==> config.mk <==
export PLATFORM = sky130hd
export DESIGN_NAME = lambda_min_search_flat
export DESIGN_NICKNAME = d
export VERILOG_FILES = /design/src/rtl/lambda_min_search_if.sv /design/src/rtl/lambda_min_search.sv /design/src/flat_wrapper.sv
export SDC_FILE = /design/constraint.sdc
export NUM_CORES = 1
export LEC_CHECK = 0
export ABC_AREA = 1
export CORE_MARGIN = 3
export CORE_UTILIZATION = 30
export CTS_BUF_LIST = sky130_fd_sc_hd__clkbuf_8
export CTS_CLUSTER_SIZE = 25
export DETAILED_ROUTE_END_ITERATION = 7
export SLEW_MARGIN = 5
export SYNTH_ARGS = -nofsm -noshare
export SYNTH_HDL_FRONTEND = slang
export SYNTH_SLANG_ARGS = --single-unit
==> constraint.sdc <==
create_clock -name clk -period 3.8 [get_ports clk]
set_input_delay 0.76 -clock clk [delete_from_list [all_inputs] [get_ports clk]]
set_output_delay 0.76 -clock clk [all_outputs]
set_load 0.02 [all_outputs]
==> src/rtl/lambda_min_search_if.sv <==
`default_nettype none
// ============================================================================
//  Module   : lambda_min_search_if
//  Purpose  : Bundles the lambda input stream and the frame-result output
//             stream of lambda_min_search (two valid/ready handshakes).
//  Revision : 1.0 - initial release
// ============================================================================
interface lambda_min_search_if #(
    parameter int LAMBDA_W = 16,
    parameter int IDX_W    = 4
) ();

    // Input stream: one signed Q6.10 lambda per candidate
    logic                in_valid;
    logic                in_ready;
    logic [LAMBDA_W-1:0] in_lambda;

    // Output stream: one result per frame
    logic                out_valid;
    logic                out_ready;
    logic [LAMBDA_W-1:0] out_min;
    logic [IDX_W-1:0]    out_idx;
    logic [LAMBDA_W-1:0] out_min2;

    // Producer of lambdas / consumer of results
    modport master (
        output in_valid,
        output in_lambda,
        input  in_ready,
        input  out_valid,
        input  out_min,
        input  out_idx,
        input  out_min2,
        output out_ready
    );

    // The search block itself
    modport slave (
        input  in_valid,
        input  in_lambda,
        output in_ready,
        output out_valid,
        output out_min,
        output out_idx,
        output out_min2,
        input  out_ready
    );

endinterface
`default_nettype wire

==> src/rtl/lambda_min_search.sv <==
`default_nettype none
// ============================================================================
//  Module   : lambda_min_search
//  Purpose  : Collects N_CAND signed Q6.10 lambda values per frame, tracks the
//             running minimum (first occurrence wins on ties) and its index,
//             then presents the frame result on an output handshake.
//  Option   : LAMBDA_MIN2_EN - when defined, also tracks the second-smallest
//             lambda (duplicates count); otherwise out_min2 is tied to 0x7FFF.
//  Revision : 1.0 - initial release
// ============================================================================
module lambda_min_search #(
    parameter int N_CAND   = 16,
    parameter int LAMBDA_W = 16,
    parameter int IDX_W    = $clog2(N_CAND)
) (
    input  logic                 clk,
    input  logic                 rst_n,
    lambda_min_search_if.slave   bus
);

    // Largest positive value: neutral starting point for a minimum search
    localparam logic [LAMBDA_W-1:0] c_LAMBDA_MAX = {1'b0, {(LAMBDA_W-1){1'b1}}};
    localparam logic [IDX_W-1:0]    c_LAST_IDX   = IDX_W'(N_CAND - 1);

    typedef enum logic [0:0] {
        S_COLLECT = 1'b0,
        S_HOLD    = 1'b1
    } state_t;

    state_t              state_q;
    logic [IDX_W-1:0]    cnt_q;
    logic [LAMBDA_W-1:0] min_q;
    logic [LAMBDA_W-1:0] min_d;
    logic [IDX_W-1:0]    idx_q;
    logic [IDX_W-1:0]    idx_d;
    logic                in_ready_q;
    logic                out_valid_q;
    logic [LAMBDA_W-1:0] out_min_q;
    logic [IDX_W-1:0]    out_idx_q;
`ifdef LAMBDA_MIN2_EN
    logic [LAMBDA_W-1:0] min2_q;
    logic [LAMBDA_W-1:0] min2_d;
    logic [LAMBDA_W-1:0] out_min2_q;
`endif

    logic in_xfer;
    logic out_xfer;

    // Handshakes qualified by registered state only, so no combinational
    // path exists from out_ready to in_ready or from in_valid to out_valid.
    assign in_xfer  = bus.in_valid  & (state_q == S_COLLECT);
    assign out_xfer = bus.out_ready & (state_q == S_HOLD);

    // Running min/min2/idx update for the beat currently on the bus
    always_comb begin
        min_d = min_q;
        idx_d = idx_q;
`ifdef LAMBDA_MIN2_EN
        min2_d = min2_q;
`endif
        if ($signed(bus.in_lambda) < $signed(min_q)) begin
`ifdef LAMBDA_MIN2_EN
            min2_d = min_q;
`endif
            min_d = bus.in_lambda;
            idx_d = cnt_q;
        end
`ifdef LAMBDA_MIN2_EN
        else if ($signed(bus.in_lambda) < $signed(min2_q)) begin
            // Ties with the minimum land here, so duplicates count
            min2_d = bus.in_lambda;
        end
`endif
    end

    // Frame FSM: accumulate in COLLECT, present the result in HOLD
    always_ff @(posedge clk or negedge rst_n) begin
        if (!rst_n) begin
            state_q     <= S_COLLECT;
            cnt_q       <= '0;
            min_q       <= c_LAMBDA_MAX;
            idx_q       <= '0;
            in_ready_q  <= 1'b1;
            out_valid_q <= 1'b0;
            out_min_q   <= c_LAMBDA_MAX;
            out_idx_q   <= '0;
`ifdef LAMBDA_MIN2_EN
            min2_q      <= c_LAMBDA_MAX;
            out_min2_q  <= c_LAMBDA_MAX;
`endif
        end else begin
            case (state_q)
                S_COLLECT: begin
                    if (in_xfer) begin
                        min_q <= min_d;
                        idx_q <= idx_d;
`ifdef LAMBDA_MIN2_EN
                        min2_q <= min2_d;
`endif
                        if (cnt_q == c_LAST_IDX) begin
                            // Latch post-update values so the final beat counts
                            out_min_q   <= min_d;
                            out_idx_q   <= idx_d;
`ifdef LAMBDA_MIN2_EN
                            out_min2_q  <= min2_d;
`endif
                            cnt_q       <= '0;
                            state_q     <= S_HOLD;
                            in_ready_q  <= 1'b0;
                            out_valid_q <= 1'b1;
                        end else begin
                            cnt_q <= cnt_q + IDX_W'(1);
                        end
                    end
                end
                S_HOLD: begin
                    if (out_xfer) begin
                        min_q       <= c_LAMBDA_MAX;
                        idx_q       <= '0;
`ifdef LAMBDA_MIN2_EN
                        min2_q      <= c_LAMBDA_MAX;
`endif
                        state_q     <= S_COLLECT;
                        in_ready_q  <= 1'b1;
                        out_valid_q <= 1'b0;
                    end
                end
                default: begin
                    state_q     <= S_COLLECT;
                    in_ready_q  <= 1'b1;
                    out_valid_q <= 1'b0;
                end
            endcase
        end
    end

    assign bus.in_ready  = in_ready_q;
    assign bus.out_valid = out_valid_q;
    assign bus.out_min   = out_min_q;
    assign bus.out_idx   = out_idx_q;
`ifdef LAMBDA_MIN2_EN
    assign bus.out_min2  = out_min2_q;
`else
    assign bus.out_min2  = c_LAMBDA_MAX;
`endif

endmodule
`default_nettype wire

==> src/flat_wrapper.sv <==
// flat-port wrapper written by rule: the top's interface ports become plain ports
module lambda_min_search_flat 
#(
    parameter int N_CAND   = 16,
    parameter int LAMBDA_W = 16,
    parameter int IDX_W    = $clog2(N_CAND)
)
  (clk, rst_n, bus_in_valid, bus_in_lambda, bus_in_ready, bus_out_valid, bus_out_min, bus_out_idx, bus_out_min2, bus_out_ready);
  lambda_min_search_if #(.LAMBDA_W(LAMBDA_W), .IDX_W(IDX_W)) bus_i ();
  input  logic clk;
  input  logic rst_n;
  input wire logic [$bits(bus_i.in_valid)-1:0] bus_in_valid;
  input wire logic [$bits(bus_i.in_lambda)-1:0] bus_in_lambda;
  output wire logic [$bits(bus_i.in_ready)-1:0] bus_in_ready;
  output wire logic [$bits(bus_i.out_valid)-1:0] bus_out_valid;
  output wire logic [$bits(bus_i.out_min)-1:0] bus_out_min;
  output wire logic [$bits(bus_i.out_idx)-1:0] bus_out_idx;
  output wire logic [$bits(bus_i.out_min2)-1:0] bus_out_min2;
  input wire logic [$bits(bus_i.out_ready)-1:0] bus_out_ready;
  assign bus_i.in_valid = bus_in_valid;
  assign bus_i.in_lambda = bus_in_lambda;
  assign bus_in_ready = bus_i.in_ready;
  assign bus_out_valid = bus_i.out_valid;
  assign bus_out_min = bus_i.out_min;
  assign bus_out_idx = bus_i.out_idx;
  assign bus_out_min2 = bus_i.out_min2;
  assign bus_i.out_ready = bus_out_ready;
  lambda_min_search #(.N_CAND(N_CAND), .LAMBDA_W(LAMBDA_W), .IDX_W(IDX_W)) u_core (.clk(clk), .rst_n(rst_n), .bus(bus_i));
endmodule
==> results of run 1 <==
-- cell type report --
| cell class | count | area, um^2 | area share |
|---|---|---|---|
| multi-input combinational | 270 | 1324 | 0.3851 |
| sequential | 47 | 1215 | 0.3535 |
| timing repair buffer | 43 | 420.4 | 0.1223 |
| inverter | 49 | 183.9 | 0.05351 |
| tap | 129 | 161.4 | 0.04696 |
| clock buffer | 5 | 68.82 | 0.02002 |
| clock inverter | 3 | 63.81 | 0.01857 |
-- per-stage QoR --
step / area, um^2 / instances / hold WS [ns] / power, uW / worst slack, ns
finish: 3437 / 546 / 0.4666 / 2937 / 0.8933
global route: 3437 / 546 / 0.4896 / 3221 / 0.7155
CTS: 3437 / 546 / 0.4689 / 2963 / 0.8872
detailed placement: 3304 / 538 / 0.4545 / 2512 / 0.5554
global placement: 3304 / 538 / 0.4515 / 2477 / 0.6025
floorplan: 2914 / 394 / 0.4491 / 2064 / 1.596
-- sequential cells by signal (all words and copies together) (netlist names) --
register / flops
u_core.min_q: 16
u_core.cnt_q: 4
u_core.state_q: 1
u_core.bus.out_idx: 4
u_core.bus.out_valid: 1
u_core.bus.out_min: 16
u_core.bus.in_ready: 1
u_core.idx_q: 4
-- logic make-up (layout without fill, tap and decap cells) --
logic type	Yosys count	in the layout	synth area share
buffers and inverters	77	100	0.1312
AOI/OAI and AO/OA	16	16	0.02886
other	2	16	0.002625
and+or+nand+nor	221	221	0.3397
DFF	47	47	0.4246
adders and majority gates	16	16	0.06996
xor gates and xnor gates	1	1	0.003061
-- cell usage in the layout, fill, tap and decap left out --
cell and n:
nand3_2 10, inv_1 49, o21ai_1 1, conb_1 16, nor3_1 1, dfstp_2 31
a21oi_1 8, inv_2 1, nor4_1 1, nor3_2 1, o21bai_1 1, nor2_1 7
o21ai_0 6, dfrtp_1 16, nand4_1 1, nor2_2 1, buf_4 2, nand2_2 4
nand2_1 151, buf_2 1, nand3_1 44, ha_1 16, clkdlybuf4s50_1 40, clkbuf_8 5
xor2_1 1, bufinv_16 2
-- power groups by stage --
stage | clock network, uW | registers [uW] | logic, uW
finish | 438 | 989 | 1510
detailed placement | 0 | 994 | 1520
global route | 475 | 1020 | 1730
floorplan | 0 | 1110 | 953
CTS | 452 | 991 | 1520
global placement | 0 | 993 | 1480
-- path summary, 6_finish.rpt --
path	endpoint	start	slack, ns
setup / recovery	u_core.bus.out_idx[2]	bus_in_lambda[15]	0.89
hold / removal	u_core.bus.in_ready	u_core.bus.in_ready	0.47
setup reg to reg	u_core.bus.out_idx[2]	u_core.min_q[5]	1.30
hold reg to reg	u_core.bus.in_ready	u_core.bus.in_ready	0.47
max in group asynchronous	u_core.bus.out_valid	rst_n	2.49
min in group asynchronous	u_core.bus.out_idx[2]	rst_n	0.65
-- per-layer routing --
| layer | wire (um) | share of wire | global-route usage |
|---|---|---|---|
| met5 | 0 | 0 | 0 |
| met2 | 2999 | 0.45 | 0.2000 |
| met4 | 152 | 0.023 | 0.05698 |
| met3 | 307 | 0.046 | 0.02181 |
| met1 | 3218 | 0.48 | 0.1732 |
-- worst max-delay path, cell delays in order --
cell and delay [ns]:
clkdlybuf4s50_1 0.45, ha_1 0.41, a21oi_1 0.19, o21ai_1 0.10, nor2_2 0.20, nand2_2 0.13, nand2_2 0.32, nand2_1 0.25
nand2_1 0.12, nand2_1 0.06, nand2_1 0.06, nand2_1 0.05
==> flow_summary.yaml, run 1 <==
run_status:
  status: "completed"
synth:
  avgSynthCellArea_um2: 7.530
  yosysSeqAreaShare: 0.4246
  synth_edf_count: 0
  yosysTopAreaCellShare: 0.2847
  synth_common_cells: "nand2_1 (151), inv_1 (48), nand3_1 (44)"
  syn_inst: 380
  synth_ff_type: "dfstp_2"
  yosys_warnings: 0
  synth.top_cells.by_area: "dfstp_2 (28%), nand2_1 (20%), dfrtp_1 (14%), nand3_1 (7.7%), ha_1 (7.0%)"
  synthArstFlopShare: 1.000
  netlist_area_mm2: 0.002861
  synth_top_area_cell: "dfstp_2"
  yosysMostFrequentCell: "nand2_1"
  synth.distinct_cells: 26
  synth_seq_cells: 47
power:
  pwr-share-clk: 0.149
  seqPwrFrac: 0.337
  power_leakage_uw: 0.001842
  powerDensity_mw_per_mm2: 854.4
  ir_worst_vdd_mv: 0.2303
  p_comb_frac: 0.514
  intPower_uw: 1684
  swShare: 0.4265
  net-switching-power_uw: 1253
global_routing:
  grt_pass1_wl_um: 11360
  gr-usage-all-layers: 0.1277
  grt_max_degree: 48
  overflow: 0
  antenna_found_initial: 0
  grt_pass1_vias: 2403
floorplanning:
  core_area_mm2: 0.009240
  row_count: 35
  start_util: 0.3097
  design.die.area_mm2: 0.01075
  die_x_um: 103.7
  dieHeight_um: 103.7
  num_io_pins: 58
critical_path:
  cp-end-kind: "flop"
  critPathLaunchType: "primary input"
  cp.arrival_ns: 3.10
  path_class: "primary input to flop"
  cp_max_fo: 16
  required_ns: 3.99
  r2r_cells: 14
timing:
  slew_viol_final: 0
  worstMarginPinSlew_ns: 1.073
  rsz0062_at_grt: "false"
  setup_viol: 0
  fmax_mhz: 344.0
  report.final.hold_viol_count: 0
  min_period_over_period: 0.7649
  maxSlewHeadroom: 0.2848
  fin_worst_skew_ns: 0.009582
  tns_ns: 0
  fin_crit_ns: 2.907
placement:
  io_buffers: 41
  globalplace.congestion: 0.8123
  place_hpwl_um: 4777
clock_network:
  clock-sinks: 47
  post_cts_buffers: 0
  ctsResizeCount: 0
  cts_root_buf: "clkbuf_8"
  cts_tree: "done"
  clk_pin_slew_ns: 0.09
  clock_latency_ns: 0.30
  cts_made_buffers: 5
  postCtsHoldBufs: 0
  clockBufferDepth: 2
  cts.htree.levels: 2
hold_path:
  hold_depth: 2
  min_path_type: "flop to flop"
drt:
  post_drt_wl_per_cell_um: 12.23
  viasPerCell: 4.280
  drt_pre_antenna_iters: 4
  drtIter0Drc: 195
  postRouteAntennaNets: 0
  vias: 2337
  post-route-drc-count: 0
  wl_um: 6677
flow_run:
  cap_violations: 0
layout:
  utilization: 0.3720
  n_antenna_cell: 0
  finalNetCount: 452
  layout-drive-gt1-share: 0.1391
  syn_to_final_growth_pct: 20.11
  fillCellCount: 946
Power figures use the tool's default switching activity.
==> inputs of run 2 (changes only) <==
==> constraint.sdc (replaced) <==
create_clock -name clk -period 2.7 [get_ports clk]
set_input_delay 0.54 -clock clk [delete_from_list [all_inputs] [get_ports clk]]
set_output_delay 0.54 -clock clk [all_outputs]
set_load 0.02 [all_outputs]
==> run 2 against run 1 <==
Effect of this change:
- cell count rose by 1.6%
- die area is the same
- setup slack got worse by 0.55 ns
- sequential cell count did not move
- wire length decreased by 1.0%
- final area grew 1.2%
- global-route usage shrank 0.31 points
- via count up 2.8%
- count of clock-buffer cells in the layout stayed put
- highest routed layer unchanged
==> flow_summary.yaml, run 2 (synthesis gave the netlist of run 1 again) <==
critical_path:
  cp-end-kind: "flop"
  reg2reg_slack_ns: 0.49
  path_class: "primary input to flop"
  r2r-end: "u_core.idx_q[3]"
  r2r_cells: 13
  timing.rr.start: "u_core.min_q[5]"
  critPathLaunchType: "primary input"
  required_ns: 2.94
  cp.arrival_ns: 2.59
  cp-startpoint: "bus_in_lambda[15]"
  cp_max_fo: 7
hold_path:
  min_path_type: "primary input to async pin"
global_routing:
  overflow: 0
  grt_max_degree: 37
  grt_pass1_wl_um: 11190
  grt_pass1_vias: 2282
  gr-usage-all-layers: 0.1246
  antenna_found_initial: 0
clock_network:
  cts_tree: "done"
  cts_root_buf: "clkbuf_8"
  post_cts_buffers: 0
  ctsResizeCount: 0
  clock_latency_ns: 0.29
  clockBufferDepth: 2
  postCtsHoldBufs: 0
  clk_pin_slew_ns: 0.08
  cts_made_buffers: 5
  clock-sinks: 47
  cts.htree.levels: 2
drt:
  post-route-drc-count: 0
  viasPerCell: 4.330
  vias: 2403
  drtIter0Drc: 134
  drt_pre_antenna_iters: 4
  post_drt_wl_per_cell_um: 11.90
  postRouteAntennaNets: 0
  wl_um: 6607
timing:
  min_period_over_period: 0.8717
  slew_viol_final: 0
  setup_viol: 0
  maxSlewHeadroom: 0.4654
  tns_ns: 0
  report.final.hold_viol_count: 0
  fmax_mhz: 424.9
  rsz0062_at_grt: "false"
  fin_worst_skew_ns: 0.002244
  fin_crit_ns: 2.354
  worstMarginPinSlew_ns: 0.8019
layout:
  fillCellCount: 959
  final_cell_mix: "nand2_1 (151), inv_1 (50), nand3_1 (44)"
  syn_to_final_growth_pct: 21.56
  layout-drive-gt1-share: 0.1549
  regArea_mm2: 0.001215
  final_common_cell: "nand2_1"
  fin_area_mm2: 0.003478
  multi_input_area_mm2: 0.001324
  n_antenna_cell: 0
  finalNetCount: 461
power:
  ir_worst_vdd_mv: 0.3458
  power_leakage_uw: 0.001876
  powerDensity_mw_per_mm2: 1166
run_status:
  status: "completed"
floorplanning:
  die_x_um: 103.7
  num_io_pins: 58
  core_area_mm2: 0.009240
  row_count: 35
  start_util: 0.3097
  design.die.area_mm2: 0.01075
  dieHeight_um: 103.7
placement:
  placed_area_mm2: 0.003397
  globalplace.congestion: 0.8934
  io_buffers: 41
  place_hpwl_um: 5112
flow_run:
  cap_violations: 0
==> run 2: through the flow <==
| stage | power [uW] | worst slack [ns] | std cells | util | hold WS [ns] |
|---|---|---|---|---|---|
| finish | 4057 | 0.3464 | 555 | 0.3764 | 0.3314 |
| global route | 4442 | 0.09228 | 555 | 0.3764 | 0.3820 |
| CTS | 4100 | 0.3495 | 555 | 0.3764 | 0.3546 |
| detailed placement | 3673 | 0.03284 | 547 | 0.3676 | 0.4575 |
| global placement | 3608 | 0.07309 | 547 | 0.3676 | 0.4523 |
| floorplan | 2904 | 0.7161 | 394 | - | 0.2444 |
==> run 2: how the worst max path moves through the flow <==
stage | end | slack (ns) | depth (start not counted)
after floorplan | u_core.bus.out_idx[0] | 0.72 | 11
after global placement | u_core.idx_q[3] | 0.07 | 13
after detailed placement | u_core.bus.out_idx[1] | 0.03 | 12
after CTS | u_core.bus.out_idx[1] | 0.35 | 12
after global routing | u_core.bus.out_idx[1] | 0.09 | 14
final | u_core.idx_q[3] | 0.35 | 11
==> run 2: layer usage <==
layer  track usage  part of all wire  up-vias
met4       0.03324             0.010        0
met3       0.01620             0.039        4
li1              -                 -     1234
met5             0                 0        -
met1        0.1672              0.47     1114
met2        0.2121              0.48       51
==> run 2: where the power goes <==
part / switching [uW] / internal [uW]
logic: 1340 / 918
registers: 201 / 1190
clock network: 229 / 175
==> run 2: final cells by class <==
type	instances	area share
clock buffers	5	0.01978
multi-input cells	270	0.3806
inverters	49	0.05288
clock inverters	3	0.003597
flip-flops and latches	47	0.3493
well taps	129	0.04640
repair buffers	52	0.1475
==> run 2: worst max-delay path, stage by stage <==
cell             delay [ns]
clkdlybuf4s50_1        0.46
ha_1                   0.36
a21oi_1                0.15
o21ai_1                0.09
nor2_2                 0.20
nand2_2                0.12
nand2_2                0.16
nand2_1                0.18
nand2_1                0.14
nand3_1                0.11
nand2_1                0.08
==> inputs of run 3 (changes only) <==
--- a/config.mk
+++ b/config.mk
@@ -7,10 +7,11 @@
 export LEC_CHECK = 0
 export ABC_AREA = 1
 export CORE_MARGIN = 3
-export CORE_UTILIZATION = 30
+export CORE_UTILIZATION = 45
 export CTS_BUF_LIST = sky130_fd_sc_hd__clkbuf_8
 export CTS_CLUSTER_SIZE = 25
 export DETAILED_ROUTE_END_ITERATION = 7
+export PLACE_DENSITY = 0.71
 export SLEW_MARGIN = 5
 export SYNTH_ARGS = -nofsm -noshare
 export SYNTH_HDL_FRONTEND = slang
==> run 3 against run 2 <==
Effect of this change:
- first-iteration DRC count is 1.5% higher
- die area fell by 32%
- clock skew increased by 0.0064 ns
- non-clock buffer count shrank 2
- sequential power is essentially flat
- via count decreased by 0.33%
==> flow_summary.yaml, run 3 (synthesis gave the netlist of run 1 again) <==
drt:
  wl_met1_um: 2952
  drtIter0Drc: 136
  top_layer: "met4"
  postRouteAntennaNets: 0
  post-route-drc-count: 0
  wl_met3_um: 536
  post_drt_wl_per_cell_um: 12.77
  vias: 2395
  wl_um: 6372
  drt_pre_antenna_iters: 6
  wl_met2_um: 2788
  viasPerCell: 4.800
power:
  power_leakage_uw: 0.001856
  powerDensity_mw_per_mm2: 1190
  ir_worst_vdd_mv: 0.5818
clock_network:
  cts.htree.levels: 2
  ctsResizeCount: 0
  cts_made_buffers: 5
  clk_pin_slew_ns: 0.09
  post_cts_buffers: 0
  clock-sinks: 47
  cts_tree: "done"
  cts_root_buf: "clkbuf_8"
  clock_latency_ns: 0.31
  postCtsHoldBufs: 0
  clockBufferDepth: 2
timing:
  min_period_over_period: 0.8574
  rsz0062_at_grt: "false"
  fin_worst_skew_ns: 0.008626
  worstMarginPinSlew_ns: 0.7813
  maxSlewHeadroom: 0.4791
  tns_ns: 0
  setup_viol: 0
  fin_crit_ns: 2.315
  report.final.hold_viol_count: 0
  slew_viol_final: 0
  fmax_mhz: 432.0
critical_path:
  r2r-end: "u_core.bus.out_idx[3]"
  slowest_delay_ns: 0.46
  timing.rr.start: "u_core.min_q[11]"
  r2r_cells: 12
  reg2reg_slack_ns: 0.52
  cp_max_fo: 7
  cp.arrival_ns: 2.52
  required_ns: 2.91
  cp_top_family: "simple AND/OR/NAND/NOR gates"
  crit_slowest_cell: "clkdlybuf4s50_1"
  path_class: "primary input to flop"
  critPathLaunchType: "primary input"
  crit_top_cell: "nand2_1"
  crit_chain: "clkdlybuf4s50_1, ha_1, nand2_1, inv_1, o21bai_1, a21oi_1, nor2_2, nand2_2, nand2_2, nand2_1, nand2_1, nand2_1, nand2_1, nand2_1"
  cp.buffers_inverters: 2
  cp-end-kind: "flop"
placement:
  io_buffers: 41
  place_hpwl_um: 4606
  placed_area_mm2: 0.003314
  globalplace.congestion: 0.8537
floorplanning:
  start_util: 0.4749
  die_x_um: 85.74
  core_area_mm2: 0.006026
  design.die.area_mm2: 0.007351
  row_count: 28
  num_io_pins: 58
  dieHeight_um: 85.74
global_routing:
  grt_max_degree: 36
  grt_pass1_wl_um: 10990
  overflow: 0
  gr-usage-all-layers: 0.1885
  antenna_found_initial: 0
  grt_pass1_vias: 2313
layout:
  syn_to_final_growth_pct: 18.93
  final_common_cell: "nand2_1"
  regArea_mm2: 0.001215
  multi_input_area_mm2: 0.001324
  final_cell_mix: "nand2_1 (151), inv_1 (48), nand3_1 (44)"
  finalNetCount: 459
  n_antenna_cell: 0
  layout-drive-gt1-share: 0.1557
  fin_area_mm2: 0.003403
  fillCellCount: 574
flow_run:
  cap_violations: 0
hold_path:
  min_path_type: "primary input to async pin"
run_status:
  status: "completed"
-- run 3: worst max-delay path by stage --
stage | startpoint | end | slack [ns] | cells after the start
finish | bus_in_lambda[9] | u_core.bus.out_idx[1] | 0.39 | 14
global placement | bus_in_lambda[9] | u_core.bus.out_idx[0] | 0.07 | 14
global route | bus_in_lambda[15] | u_core.bus.out_idx[1] | 0.16 | 12
detailed placement | bus_in_lambda[15] | u_core.bus.out_idx[3] | 0.05 | 11
floorplan | bus_in_lambda[15] | u_core.bus.out_idx[0] | 0.72 | 11
CTS | bus_in_lambda[15] | u_core.bus.out_idx[3] | 0.38 | 11
-- run 3: metrics by stage --
step / hold slack [ns] / std cells / worst slack (ns) / utilization / total power (uW)
after CTS: 0.3285 / 499 / 0.3765 / 0.5648 / 4074
after detailed placement: 0.4555 / 491 / 0.04740 / 0.5500 / 3625
after global routing: 0.3626 / 499 / 0.1643 / 0.5648 / 4431
after global placement: 0.4516 / 491 / 0.07325 / 0.5500 / 3574
after floorplan: 0.2444 / 394 / 0.7161 / - / 2904
final: 0.2981 / 499 / 0.3850 / 0.5648 / 4048
-- run 3: final cells by class --
class                           instances  share of cell area
Clock buffer                            5             0.02022
Sequential cell                        47              0.3570
Multi-Input combinational cell        270              0.3890
Clock inverter                          3            0.005882
Inverter                               49             0.05404
Timing Repair Buffer                   50              0.1463
Tap cell                               75             0.02757
-- run 3: power breakdown --
part / switching, uW / total (uW) / internal, uW
combinational: 1310 / 2210 / 898
sequential: 207 / 1400 / 1190
clock: 255 / 436 / 181
-- run 3: worst register-to-register path, delay by kind of cell, from the launching register on --
kind | cells | cell delay [ns]
AND/OR/NAND/NOR | 8 | 0.87
adder cells (fa/ha/maj) | 1 | 0.28
flip-flops | 1 | 0.54
buffers and inverters | 1 | 0.05
AO/OA/AOI/OAI | 2 | 0.34
-- run 3: metal layers --
metal	up-vias	GRT usage
met5	-	0
met4	0	0.06331
met3	9	0.03554
met2	102	0.2903
met1	1056	0.2674
li1	1228	-
